<file path="src/rtl/uart_byte_loader.sv">
// uart_byte_loader
//   Receives an 8N1 UART stream on rx_in and presents each accepted byte on
//   data_out with a one-cycle data_valid_out strobe. Accepted bytes are
//   counted; once LOAD_BYTES bytes have been accepted load_done_out goes high
//   and stays high, and any further bytes are discarded.
//
//   Handshake: data_valid_out is a pure strobe with no back-pressure. The
//   consumer must take data_out in the cycle data_valid_out is high.
//   data_out holds its value between strobes.
//
// Ports
//   clock_in        system clock, rising edge
//   reset_N         asynchronous active-low reset
//   rx_in           UART serial input (asynchronous, idle high)
//   data_out        last accepted byte
//   data_valid_out  one-cycle strobe qualifying data_out
//   byte_count_out  bytes accepted since reset (saturates at LOAD_BYTES)
//   load_done_out   sticky, high once LOAD_BYTES bytes were accepted
//   frame_err_out   sticky, a stop bit was sampled low
module uart_byte_loader #(
  parameter int CLKS_PER_BIT = 434,
  parameter int LOAD_BYTES   = 256
) (
  input  logic       clock_in,
  input  logic       reset_N,
  input  logic       rx_in,
  output logic [7:0] data_out,
  output logic       data_valid_out,
  output logic [8:0] byte_count_out,
  output logic       load_done_out,
  output logic       frame_err_out
);

  localparam int            CW       = $clog2(CLKS_PER_BIT);
  localparam logic [CW-1:0] CNT_LAST = CW'(CLKS_PER_BIT - 1);
  localparam logic [CW-1:0] CNT_MID  = CW'(CLKS_PER_BIT / 2 - 1);
  localparam logic [8:0]    LOAD_N   = 9'(LOAD_BYTES);

  typedef enum logic [2:0] {
    S_IDLE  = 3'd0,
    S_START = 3'd1,
    S_DATA  = 3'd2,
    S_STOP  = 3'd3,
    S_BREAK = 3'd4
  } state_t;

  state_t        state;
  state_t        state_nx;
  logic          rx_meta;
  logic          rx_s;
  logic [CW-1:0] clk_cnt;
  logic [2:0]    bit_idx;
  logic [7:0]    shift;
  logic          emit_pend;
  logic          sample_bit;
  logic          stop_good;
  logic          stop_bad;

  // Two-flop synchronizer; flops reset to the idle (high) line level.
  always_ff @(posedge clock_in or negedge reset_N) begin
    if (!reset_N) begin
      rx_meta <= 1'b1;
      rx_s    <= 1'b1;
    end else begin
      rx_meta <= rx_in;
      rx_s    <= rx_meta;
    end
  end

  always_ff @(posedge clock_in or negedge reset_N) begin
    if (!reset_N) state <= S_IDLE;
    else          state <= state_nx;
  end

  always_comb begin
    state_nx   = state;
    sample_bit = 1'b0;
    stop_good  = 1'b0;
    stop_bad   = 1'b0;
    case (state)
      S_IDLE: begin
        if (!rx_s) state_nx = S_START;
      end
      S_START: begin
        // Re-check the line at mid start bit; a high line was a glitch.
        if (clk_cnt == CNT_MID) state_nx = rx_s ? S_IDLE : S_DATA;
      end
      S_DATA: begin
        if (clk_cnt == CNT_LAST) begin
          sample_bit = 1'b1;
          if (bit_idx == 3'd7) state_nx = S_STOP;
        end
      end
      S_STOP: begin
        if (clk_cnt == CNT_LAST) begin
          if (rx_s) begin
            stop_good = 1'b1;
            state_nx  = S_IDLE;
          end else begin
            stop_bad = 1'b1;
            state_nx = S_BREAK;
          end
        end
      end
      S_BREAK: begin
        // Hold here until the line returns high so a stuck-low line is not
        // read as a stream of start bits.
        if (rx_s) state_nx = S_IDLE;
      end
      default: state_nx = S_IDLE;
    endcase
  end

  // Bit-period counter; restarts on every state change so each state
  // measures from its own entry.
  always_ff @(posedge clock_in or negedge reset_N) begin
    if (!reset_N) begin
      clk_cnt <= '0;
    end else if (state_nx != state || clk_cnt == CNT_LAST) begin
      clk_cnt <= '0;
    end else begin
      clk_cnt <= clk_cnt + 1'b1;
    end
  end

  always_ff @(posedge clock_in or negedge reset_N) begin
    if (!reset_N) begin
      bit_idx <= '0;
      shift   <= '0;
    end else begin
      if (state != S_DATA)  bit_idx <= '0;
      else if (sample_bit)  bit_idx <= bit_idx + 1'b1;
      if (sample_bit) shift <= {rx_s, shift[7:1]};  // LSB arrives first
    end
  end

  // A good stop bit schedules the output update for the following edge.
  always_ff @(posedge clock_in or negedge reset_N) begin
    if (!reset_N) begin
      emit_pend      <= 1'b0;
      data_out       <= 8'h00;
      data_valid_out <= 1'b0;
      byte_count_out <= 9'd0;
      load_done_out  <= 1'b0;
      frame_err_out  <= 1'b0;
    end else begin
      emit_pend      <= stop_good && !load_done_out;
      data_valid_out <= 1'b0;
      if (emit_pend && byte_count_out != LOAD_N) begin
        data_out       <= shift;
        data_valid_out <= 1'b1;
        byte_count_out <= byte_count_out + 9'd1;
        if (byte_count_out + 9'd1 == LOAD_N) load_done_out <= 1'b1;
      end
      if (stop_bad) frame_err_out <= 1'b1;
    end
  end

endmodule

</file>
<file path="config.mk">
export PLATFORM = sky130hd
export DESIGN_NAME = uart_byte_loader
export DESIGN_NICKNAME = d
export VERILOG_FILES = /design/src/rtl/uart_byte_loader.sv
export SDC_FILE = /design/constraint.sdc
export NUM_CORES = 1
export LEC_CHECK = 0
export ABC_AREA = 1
export CAP_MARGIN = 20
export CORE_AREA = 2 2 84 106
export CTS_BUF_LIST = sky130_fd_sc_hd__clkbuf_16
export DETAILED_ROUTE_END_ITERATION = 8
export DIE_AREA = 0 0 86 108
export DONT_BUFFER_PORTS = 1
export SLEW_MARGIN = 20
export SYNTH_ARGS = -nofsm -noshare
export SYNTH_HDL_FRONTEND = slang
export SYNTH_SLANG_ARGS = --single-unit
</file>
<file path="constraint.sdc">
create_clock -name clock_in -period 3.4 [get_ports clock_in]
set_input_delay 0.68 -clock clock_in [delete_from_list [all_inputs] [get_ports clock_in]]
set_output_delay 0.68 -clock clock_in [all_outputs]
set_load 0.01 [all_outputs]
</file>
Word-level counts from Yosys, hierarchy flattened
Index checks and enable logic that the tools add are counted.
{"block": "word_totals", "output_inout_bits": 20, "regBits": 46}
{"block": "classes", "add_sub_neg": 3, "reduce_logical": 7, "mux": 21, "eq_ne": 11}
{"operator": "3-bit two-way mux", "count": 9}
{"operator": "9-bit by 1-bit adder with 9-bit output (second input constant)", "count": 2}
{"operator": "9-bit equality test (second input constant)", "count": 2}
{"operator": "3-bit one-hot mux with 5 select lines", "count": 1}
{"operator": "9-bit by 8-bit equality test with 1-bit output (second input constant)", "count": 1}
{"operator": "1-bit two-way mux", "count": 9}
{"operator": "9-bit two-way mux", "count": 1}
{"operator": "9-bit inequality test (second input constant)", "count": 1}
{"operator": "3-bit by 2-bit equality test with 1-bit output (second input constant)", "count": 2}
{"operator": "3-bit equality test (second input constant)", "count": 2}
{"operator": "3-bit by 1-bit adder with 3-bit output (second input constant)", "count": 1}
{"operator": "3-bit by 1-bit equality test with 1-bit output (second input constant)", "count": 1}
{"operator": "3-bit logical NOT", "count": 1}
{"operator": "3-bit by 2-bit inequality test with 1-bit output (second input constant)", "count": 1}
{"operator": "3-bit inequality test", "count": 1}
{"operator": "1-bit logical AND", "count": 2}
{"operator": "2-bit two-way mux", "count": 1}
{"operator": "2-bit AND reduction", "count": 1}
{"operator": "2-bit nonzero test", "count": 1}
{"operator": "1-bit logical NOT", "count": 1}
{"operator": "1-bit logical OR", "count": 1}

Logic depth before layout (Yosys ltp)
{"block": "depth", "depth_word": 7, "depth_mapped": 10}

Worst setup path after synthesis
No wires, ideal clock.
{"block": "synth_timing", "path_type": "register to register", "from": "reg clk_cnt[1]", "to": "reg clk_cnt[0]", "path_slack_ns": 1.930, "arrival_ns": 1.340, "setup_time_ns": 0.130, "path_stages_with_launch": 10, "required_ns": 3.270, "n_path_buf": 0, "path_cell_list": "dfrtp_1 -> inv_1 -> ha_1 -> nand2_1 -> inv_1 -> nand2_2 -> nor2_8 -> nand3_4 -> a31oi_4 -> nor3_1"}
{"block": "synth_between", "elab_chain_len": 6, "elab_cells_between_ends": 9, "cone_classes": "eq/ne: 3; mux: 5; reduce/logical: 1"}
{"element": "start: declaration", "line_no": "51", "rtl": "logic [CW-1:0] clk_cnt;"}
{"element": "start signal: assignment", "line_no": "122", "rtl": "clk_cnt <= clk_cnt + 1'b1;"}
{"element": "9-bit equality test / 9-bit by 8-bit equality test with 1-bit output (equally long branches)"}
{"element": "3-bit two-way mux (on tied branches)", "line_no": "95, 86, 89"}
{"element": "3-bit one-hot mux with 5 select lines", "line_no": "80", "rtl": "case (state)"}
{"element": "3-bit inequality test", "line_no": "119", "rtl": "end else if (state_nx != state || clk_cnt == CNT_LAST) begin"}
{"element": "1-bit logical OR *", "line_no": "119"}
{"element": "9-bit two-way mux *", "line_no": "119"}
Mark *: on every way between the ends. The rest lies on a longest branch, timed or not.
A chain may end at the register's enable or synchronous reset.

Worst setup path in the final report
{"block": "layout_timing", "from": "reg byte_count_out[0]", "to": "reg byte_count_out[4]"}
{"block": "layout_between", "elab_chain_len": 2, "elab_cells_between_ends": 3, "cone_classes": "add/sub: 1; eq/ne: 1; reduce/logical: 1"}
{"element": "start: declaration", "line_no": "29", "rtl": "output logic [8:0] byte_count_out,"}
{"element": "start signal: assignment", "line_no": "152", "rtl": "byte_count_out <= byte_count_out + 9'd1;"}
{"element": "parallel branches: the longest is 2 deep, another holds 9-bit by 1-bit adder with 9-bit output"}
Parallel ways; which one is timed is not known.

==> impl_summary.log <==
[metrics] peak supply drop: 160 uV
[metrics] flip-flop and latch area: 1150 um2
[metrics] total number of clock tree sinks: 46
[metrics] setup slack at placement: 1.57 ns
[metrics] final hold violation count: 0
[metrics] Worst Path Required: 3.57 ns
[metrics] count of flip-flops with a built-in enable after synthesis: 0
[metrics] status: completed
[metrics] worst setup skew after layout: 0.00665 ns
[metrics] Synth async-reset ratio: 100%
[metrics] number of setup buffers added after CTS: 0
[metrics] Most used DFF post-synth: sky130_fd_sc_hd__dfrtp_1
[metrics] floorplan core area: roughly 8000 um2
[metrics] maximum number of pins on one net before global-route repair: 47
[metrics] placed wire-length estimate after detailed placement: 3000 um
[metrics] Inserted Clock Buffers: 5
[metrics] via count of the first global-routing pass: around 1700
[metrics] capture instance of the worst register-to-register path: byte_count_out[4]$_DFFE_PN0P_
[metrics] flip-flop and latch count after synthesis: 46
[metrics] Core Rows: 37
[metrics] Synthesis Warnings: 0
[metrics] violation count after the first detailed-routing iteration: 57
[metrics] leading post-synthesis cells by cell area: sky130_fd_sc_hd__dfrtp_1 49%, sky130_fd_sc_hd__nand2_1 10%, sky130_fd_sc_hd__inv_1 5.5%
[metrics] area of combinational cells with multiple inputs: 950 um2
[metrics] highest net fanout along the worst path: 25
[metrics] number of nets in the synthesized netlist: 267
[metrics] maximum frequency from static timing analysis: 543 MHz
[metrics] deepest level of the CTS H-tree: 2
[metrics] critical path endpoint category: flop
[metrics] GRT Overall Usage: 10.2%
[metrics] Reg2Reg Launch Point: byte_count_out[0]$_DFFE_PN0P_
[metrics] Final GP Congestion: slightly below 0.8
[metrics] total placed cells including tap cells: 349
[metrics] quantity of I/O buffers inserted on ports: 0
[metrics] CP startpoint kind: flop
[metrics] Inserted Diodes: 0
[metrics] floorplan die area: 9290 um2
[metrics] area growth from synthesis to final layout: 10.8%
[metrics] top cells by instance count after synthesis: 62 x sky130_fd_sc_hd__nand2_1, 44 x sky130_fd_sc_hd__dfrtp_1, 33 x sky130_fd_sc_hd__inv_1
[metrics] post-synth top area share: 48.6%
[metrics] hold buffer count at cts: 0
[metrics] number of cells produced by synthesis: 256
[metrics] transition time at the pin with the least slew margin: 0.416 ns
[metrics] final antenna-violating net count: 0
[metrics] I/O pins: 23
[metrics] number of maximum-capacitance constraint violations: 0
[metrics] root buf cell: sky130_fd_sc_hd__clkbuf_16
[metrics] Initial Util: 27.6%
[metrics] fillcell total: 843
[metrics] type of the setup path with the least slack: flop to flop
[metrics] shortest period the worst path allows: 1.84 ns
[metrics] first-pass detailed-route iteration total: 4
[metrics] most common cell in the synthesized netlist: sky130_fd_sc_hd__nand2_1
[metrics] clock transition at the registers of the reported paths: 0.07 ns
[metrics] final worst-path cycle share: 54.1%
[metrics] Die Ht: 108 um
[metrics] Cell Pwr Density: 420 nW/um2
[metrics] count of placed standard cells in the final layout, fillers left out: 357
[metrics] final core utilization: 30.6%
[metrics] cell type contributing the most total cell area after synthesis: sky130_fd_sc_hd__dfrtp_1
[metrics] worst r2r path cells: 9
[metrics] post-CTS sizing: 0
[metrics] final WL: between 4000 and 5000 um
[metrics] part of the Yosys area used for sequential elements: 50.9%
[metrics] number of antenna violations at the first check in global routing: 0
[metrics] chip width: approximately 86 um
[metrics] TritonCTS clock tree: built
[metrics] Yosys cell types: 31
[metrics] Skew-Pair Late Insertion Delay: around 0.29 ns
[metrics] remaining global-route overflow: 0
[metrics] Setup violations, final: 0
[metrics] Mean Syn Cell Area: 8.85 um2
[metrics] Max Slew Vio Count: 0
[metrics] share of layout cells above drive strength 1: 10.0%
[metrics] leakage dissipation: 1.16 nW
[metrics] Synth Cell Area: about 2300 um2
[metrics] Slew headroom: around 70%
[metrics] via count: 1597
[metrics] worst min-delay path category: input port to asynchronous set/reset pin
[metrics] global-route wire length before repair: 7620 um
[metrics] Final TNS setup: 0 ns
[metrics] minimum setup slack in the final design: about 1.6 ns
[metrics] DR vias/cell: 4.47
[metrics] post-route DRC violation count: 0
[metrics] unrepaired setup endpoints after global routing: no
[metrics] DR WL/cell: between 10 and 15 um
[metrics] WP data arrival: between 2 and 2.5 ns
[metrics] buffer depth of the longest clock path: 2
[metrics] R2R Setup Slk: between 1.5 and 2 ns
[metrics] # nets final: 270
-- cell usage in the layout, fill, tap and decap left out, types with 6 or more instances in the layout --
cell type	synthesis	routed
sky130_fd_sc_hd__nand2_1	62	62
sky130_fd_sc_hd__dfrtp_1	44	44
sky130_fd_sc_hd__inv_1	33	33
sky130_fd_sc_hd__nor2_1	18	18
sky130_fd_sc_hd__nor3_1	15	15
sky130_fd_sc_hd__o21ai_0	15	15
sky130_fd_sc_hd__nand3_1	12	12
sky130_fd_sc_hd__o21ai_1	9	9
sky130_fd_sc_hd__xor2_1	8	8
sky130_fd_sc_hd__ha_1	8	8
sky130_fd_sc_hd__nand2_2	6	6
-- state kept, by name, summed over array words and instances (netlist names) --
register,cells
data_out,8
state,3
data_valid_out,1
bit_idx,3
shift,8
clk_cnt,9
frame_err_out,1
load_done_out,1
emit_pend,1
rx_meta,1
rx_s,1
byte_count_out,9
-- power by group --
part / internal (mW) / total [mW] / switching, mW
clock: 0.280 / 0.503 / 0.223
combinational: 0.000241 / 0.00169 / 0.00145
sequential: 0.549 / 0.550 / 0.000507
total: 0.830 / 1.05 / 0.225
-- critical path: stages, from the launching register on --
cell and delay (ns):
sky130_fd_sc_hd__dfrtp_1 0.48, sky130_fd_sc_hd__inv_1 0.13, sky130_fd_sc_hd__ha_1 0.16, sky130_fd_sc_hd__nand2_1 0.05, sky130_fd_sc_hd__nor3_1 0.13, sky130_fd_sc_hd__nand2_1 0.09, sky130_fd_sc_hd__nand2_2 0.34, sky130_fd_sc_hd__inv_2 0.17
sky130_fd_sc_hd__nand2_1 0.09, sky130_fd_sc_hd__o21ai_0 0.07
-- cell families after synthesis --
kind of cell / Yosys count / share of synthesized area (%)
AO/OA/AOI/OAI: 30 / 7.84
buffers and inverters: 39 / 7.13
flip-flops: 46 / 50.9
AND/OR/NAND/NOR: 123 / 25.8
XOR/XNOR: 10 / 3.87
adder cells (fa/ha/maj): 8 / 4.42
-- area by class of cell --
class | count | share of cell area, %
inverter | 35 | 5.29
clock inverter | 3 | 1.05
multi-input combinational | 171 | 37.9
sequential | 46 | 46.0
tap | 97 | 4.84
clock buffer | 5 | 4.99
-- worst max-delay path by stage --
stage | end | slack [ns] | cells past startpoint | from
floorplan | clk_cnt[0]$_DFF_PN0_ | 1.93 | 9 | clk_cnt[1]$_DFF_PN0_
global placement | byte_count_out[4]$_DFFE_PN0P_ | 1.63 | 9 | byte_count_out[0]$_DFFE_PN0P_
detailed placement | byte_count_out[3]$_DFFE_PN0P_ | 1.57 | 9 | byte_count_out[0]$_DFFE_PN0P_
CTS | byte_count_out[4]$_DFFE_PN0P_ | 1.55 | 9 | byte_count_out[0]$_DFFE_PN0P_
global route | byte_count_out[4]$_DFFE_PN0P_ | 1.37 | 9 | byte_count_out[0]$_DFFE_PN0P_
finish | byte_count_out[4]$_DFFE_PN0P_ | 1.56 | 9 | byte_count_out[0]$_DFFE_PN0P_
-- stage by stage --
| step | hold WS (ns) | cell area, um2 | total power [mW] |
|---|---|---|---|
| global placement | 0.348 | 2360 | 0.562 |
| CTS | 0.0723 | 2510 | 1.07 |
| floorplan | 0.345 | 2260 | 0.561 |
| global route | 0.0616 | 2510 | 1.10 |
| detailed placement | 0.347 | 2360 | 0.562 |
| finish | 0.0761 | 2510 | 1.05 |
-- per-layer routing --
layer / up-vias / share of wire (%) / GRT usage (%)
met1: 745 / 46 / 12.4
met2: 27 / 48 / 17.1
li1: 819 / - / -
met3: 6 / 4.6 / 2.60
met5: - / 0 / 0
met4: 0 / 1.2 / 3.97
(Power assumes the default switching activity.)
==> edit, RTL diff (same flow settings) <==
Make the reset (`reset_N`) synchronous in 5 clocked blocks. Comments in the files are not updated.
--- a/src/rtl/uart_byte_loader.sv
+++ b/src/rtl/uart_byte_loader.sv
@@ -57,7 +57,7 @@
   logic          stop_bad;
 
   // Two-flop synchronizer; flops reset to the idle (high) line level.
-  always_ff @(posedge clock_in or negedge reset_N) begin
+  always_ff @(posedge clock_in) begin
     if (!reset_N) begin
       rx_meta <= 1'b1;
       rx_s    <= 1'b1;
@@ -67,7 +67,7 @@
     end
   end
 
-  always_ff @(posedge clock_in or negedge reset_N) begin
+  always_ff @(posedge clock_in) begin
     if (!reset_N) state <= S_IDLE;
     else          state <= state_nx;
   end
@@ -113,7 +113,7 @@
 
   // Bit-period counter; restarts on every state change so each state
   // measures from its own entry.
-  always_ff @(posedge clock_in or negedge reset_N) begin
+  always_ff @(posedge clock_in) begin
     if (!reset_N) begin
       clk_cnt <= '0;
     end else if (state_nx != state || clk_cnt == CNT_LAST) begin
@@ -123,7 +123,7 @@
     end
   end
 
-  always_ff @(posedge clock_in or negedge reset_N) begin
+  always_ff @(posedge clock_in) begin
     if (!reset_N) begin
       bit_idx <= '0;
       shift   <= '0;
@@ -135,7 +135,7 @@
   end
 
   // A good stop bit schedules the output update for the following edge.
-  always_ff @(posedge clock_in or negedge reset_N) begin
+  always_ff @(posedge clock_in) begin
     if (!reset_N) begin
       emit_pend      <= 1'b0;
       data_out       <= 8'h00;
Function: no difference found for any inputs over 10 cycles, from zero or initial values and one cycle with reset_N low; that may be too few to reach the edited logic, so the function may still have changed.
==> edit against the original RTL <==
First-iteration DRC count decreased by 3.5%. Synthesized area decreased by 3.5%. Wire length decreased by 2.4%. Utilization decreased by 1.3 points. Clock skew decreased by 0.0016 ns. Worst setup slack got worse by 0.29 ns. Via count increased by 4.8%. Sequential cell count unchanged. Final area decreased by 4.3%. Largest cell class is now multi-input gates.
Power is not compared: it rests on default switching activity, and its combinational part moved more than twofold at a synthesized area within 25%.
==> edit: results <==
metrics = {
    "synth": {
        "synth.distinct_cells": 33,
        "yosysSeqAreaShare_pct": 42.1,
        "yosys-top-cells-area": "dfxtp_1, nand2_1, inv_1",
        "synth_enable_flop_cells": 0,
        "yosys_warnings": 0,
        "synthArstFlopShare_pct": 0,
        "syn-num-nets": 294,
        "ys_top_cells_by_count": "dfxtp_1, nand2_1, inv_1, nor2_1, o21ai_0",
    },
    "setup_path": {
        "r2r-start": "byte_count_out[0]",
        "ff2ff_path_depth": 9,
        "arrival_ns": 2.34,
        "rrSetupSlack_ns": 1.27,
        "reg2reg_to": "byte_count_out[2]",
        "path_max_fanout": 20,
    },
    "min_path": {
        "holdPathStages": 1,
        "hold_start": "rx_meta",
        "hold_path.class": "flip-flop to flip-flop",
        "min_to": "rx_s",
    },
    "grt": {
        "grt_pass1_wl_um": 7350,
        "grt_pass1_vias": 1662,
        "antenna_found_initial": 0,
        "met3_usage_pct": 2.60,
        "grt.met2_usage_pct": 16.4,
        "use_met1_pct": 11.7,
        "grt_use_total_pct": 9.87,
        "grt_max_degree": 26,
    },
    "timing": {
        "clock_skew_ns": 0.00502,
        "worst_pin_slew_ns": 0.608,
        "timing.hold.ws_ns": 0.419,
    },
    "pwr": {
        "vdd_drop_max_uv": 278,
    },
    "placed_design": {
        "dp_hpwl_um": 2960,
        "gp_congestion": 0.824,
        "io_buffers": 0,
    },
    "cts": {
        "clkTransAtPathRegs_ns": 0.06,
        "post_cts_buffers": 0,
        "cts_root_buffer": "clkbuf_16",
        "clk_latency_ns": 0.28,
        "htreeDepth": 2,
        "post_cts_resized": 0,
    },
    "cells_and_area": {
        "n_antenna_cell": 0,
        "num-nets-final": 293,
        "reg_top3": "byte_count_out: 9 flops, clk_cnt: 9 flops",
        "layout-drive-gt1-share_pct": 11.7,
    },
    "route": {
        "post_drt_via_cell_ratio": 4.41,
        "first_iter_violations": 55,
        "first_pass_iters": 4,
        "totalWireLength_um": 4060,
    },
    "run_status": {
        "outcome": "finished, final reports clean",
    },
}
## edit: worst max-delay path by stage
stage                      startpoint           endpoint  slack [ns]
detailed placement  byte_count_out[0]        data_out[5]        1.25
CTS                 byte_count_out[0]        data_out[4]        1.24
finish              byte_count_out[0]  byte_count_out[2]        1.27
floorplan           byte_count_out[0]  byte_count_out[8]        1.89
global route        byte_count_out[0]  byte_count_out[2]        0.93
global placement    byte_count_out[0]  byte_count_out[2]        1.34
## edit: cell families after synthesis
family,after synthesis,synth area share (%)
adders and majority gates,8,4.58
AOI/OAI and AO/OA,55,14.5
and+or+nand+nor,116,25.4
DFF,46,42.1
buffers and inverters,51,10.6
xor gates and xnor gates,7,2.80
## edit: worst max-delay path, cell delays in order (launching register included)
cell,delay (ns)
dfxtp_1,0.46
inv_1,0.14
ha_1,0.21
nand2_1,0.06
inv_1,0.04
nand4_1,0.06
nand2_1,0.36
inv_1,0.48
o21ai_0,0.13
a21oi_1,0.13
## edit: through the flow
step | power [mW] | instance area [µm²] | std cells | util, % | setup slack (ns)
after floorplan | 0.585 | 2190 | 283 | - | 1.89
final | 1.11 | 2400 | 380 | 29.3 | 1.27
after global placement | 0.588 | 2240 | 372 | 27.3 | 1.34
after global routing | 1.16 | 2400 | 380 | 29.3 | 0.930
after CTS | 1.13 | 2400 | 380 | 29.3 | 1.24
after detailed placement | 0.589 | 2240 | 372 | 27.3 | 1.25
## edit: metal layers
metal,vias up,wire length (µm)
li1,905,-
met1,744,1930
met2,20,1900
met3,5,139
met4,0,86
met5,-,0
## edit: area by class of cell
cell class | instances | area (µm²)
clock buffers | 5 | 125
clock inverters | 3 | 40.0
fillers | 868 | 5790
inverters | 43 | 161
multi-input cells | 186 | 1030
flip-flops and latches | 46 | 921
well taps | 97 | 121
## edit: power groups by stage
stage	clock network (mW)	registers, mW	logic, mW
floorplan	0	0.560	0.0257
global route	0.579	0.549	0.0320
global placement	0	0.561	0.0279
CTS	0.557	0.549	0.0282
finish	0.538	0.549	0.0273
detailed placement	0	0.561	0.0281
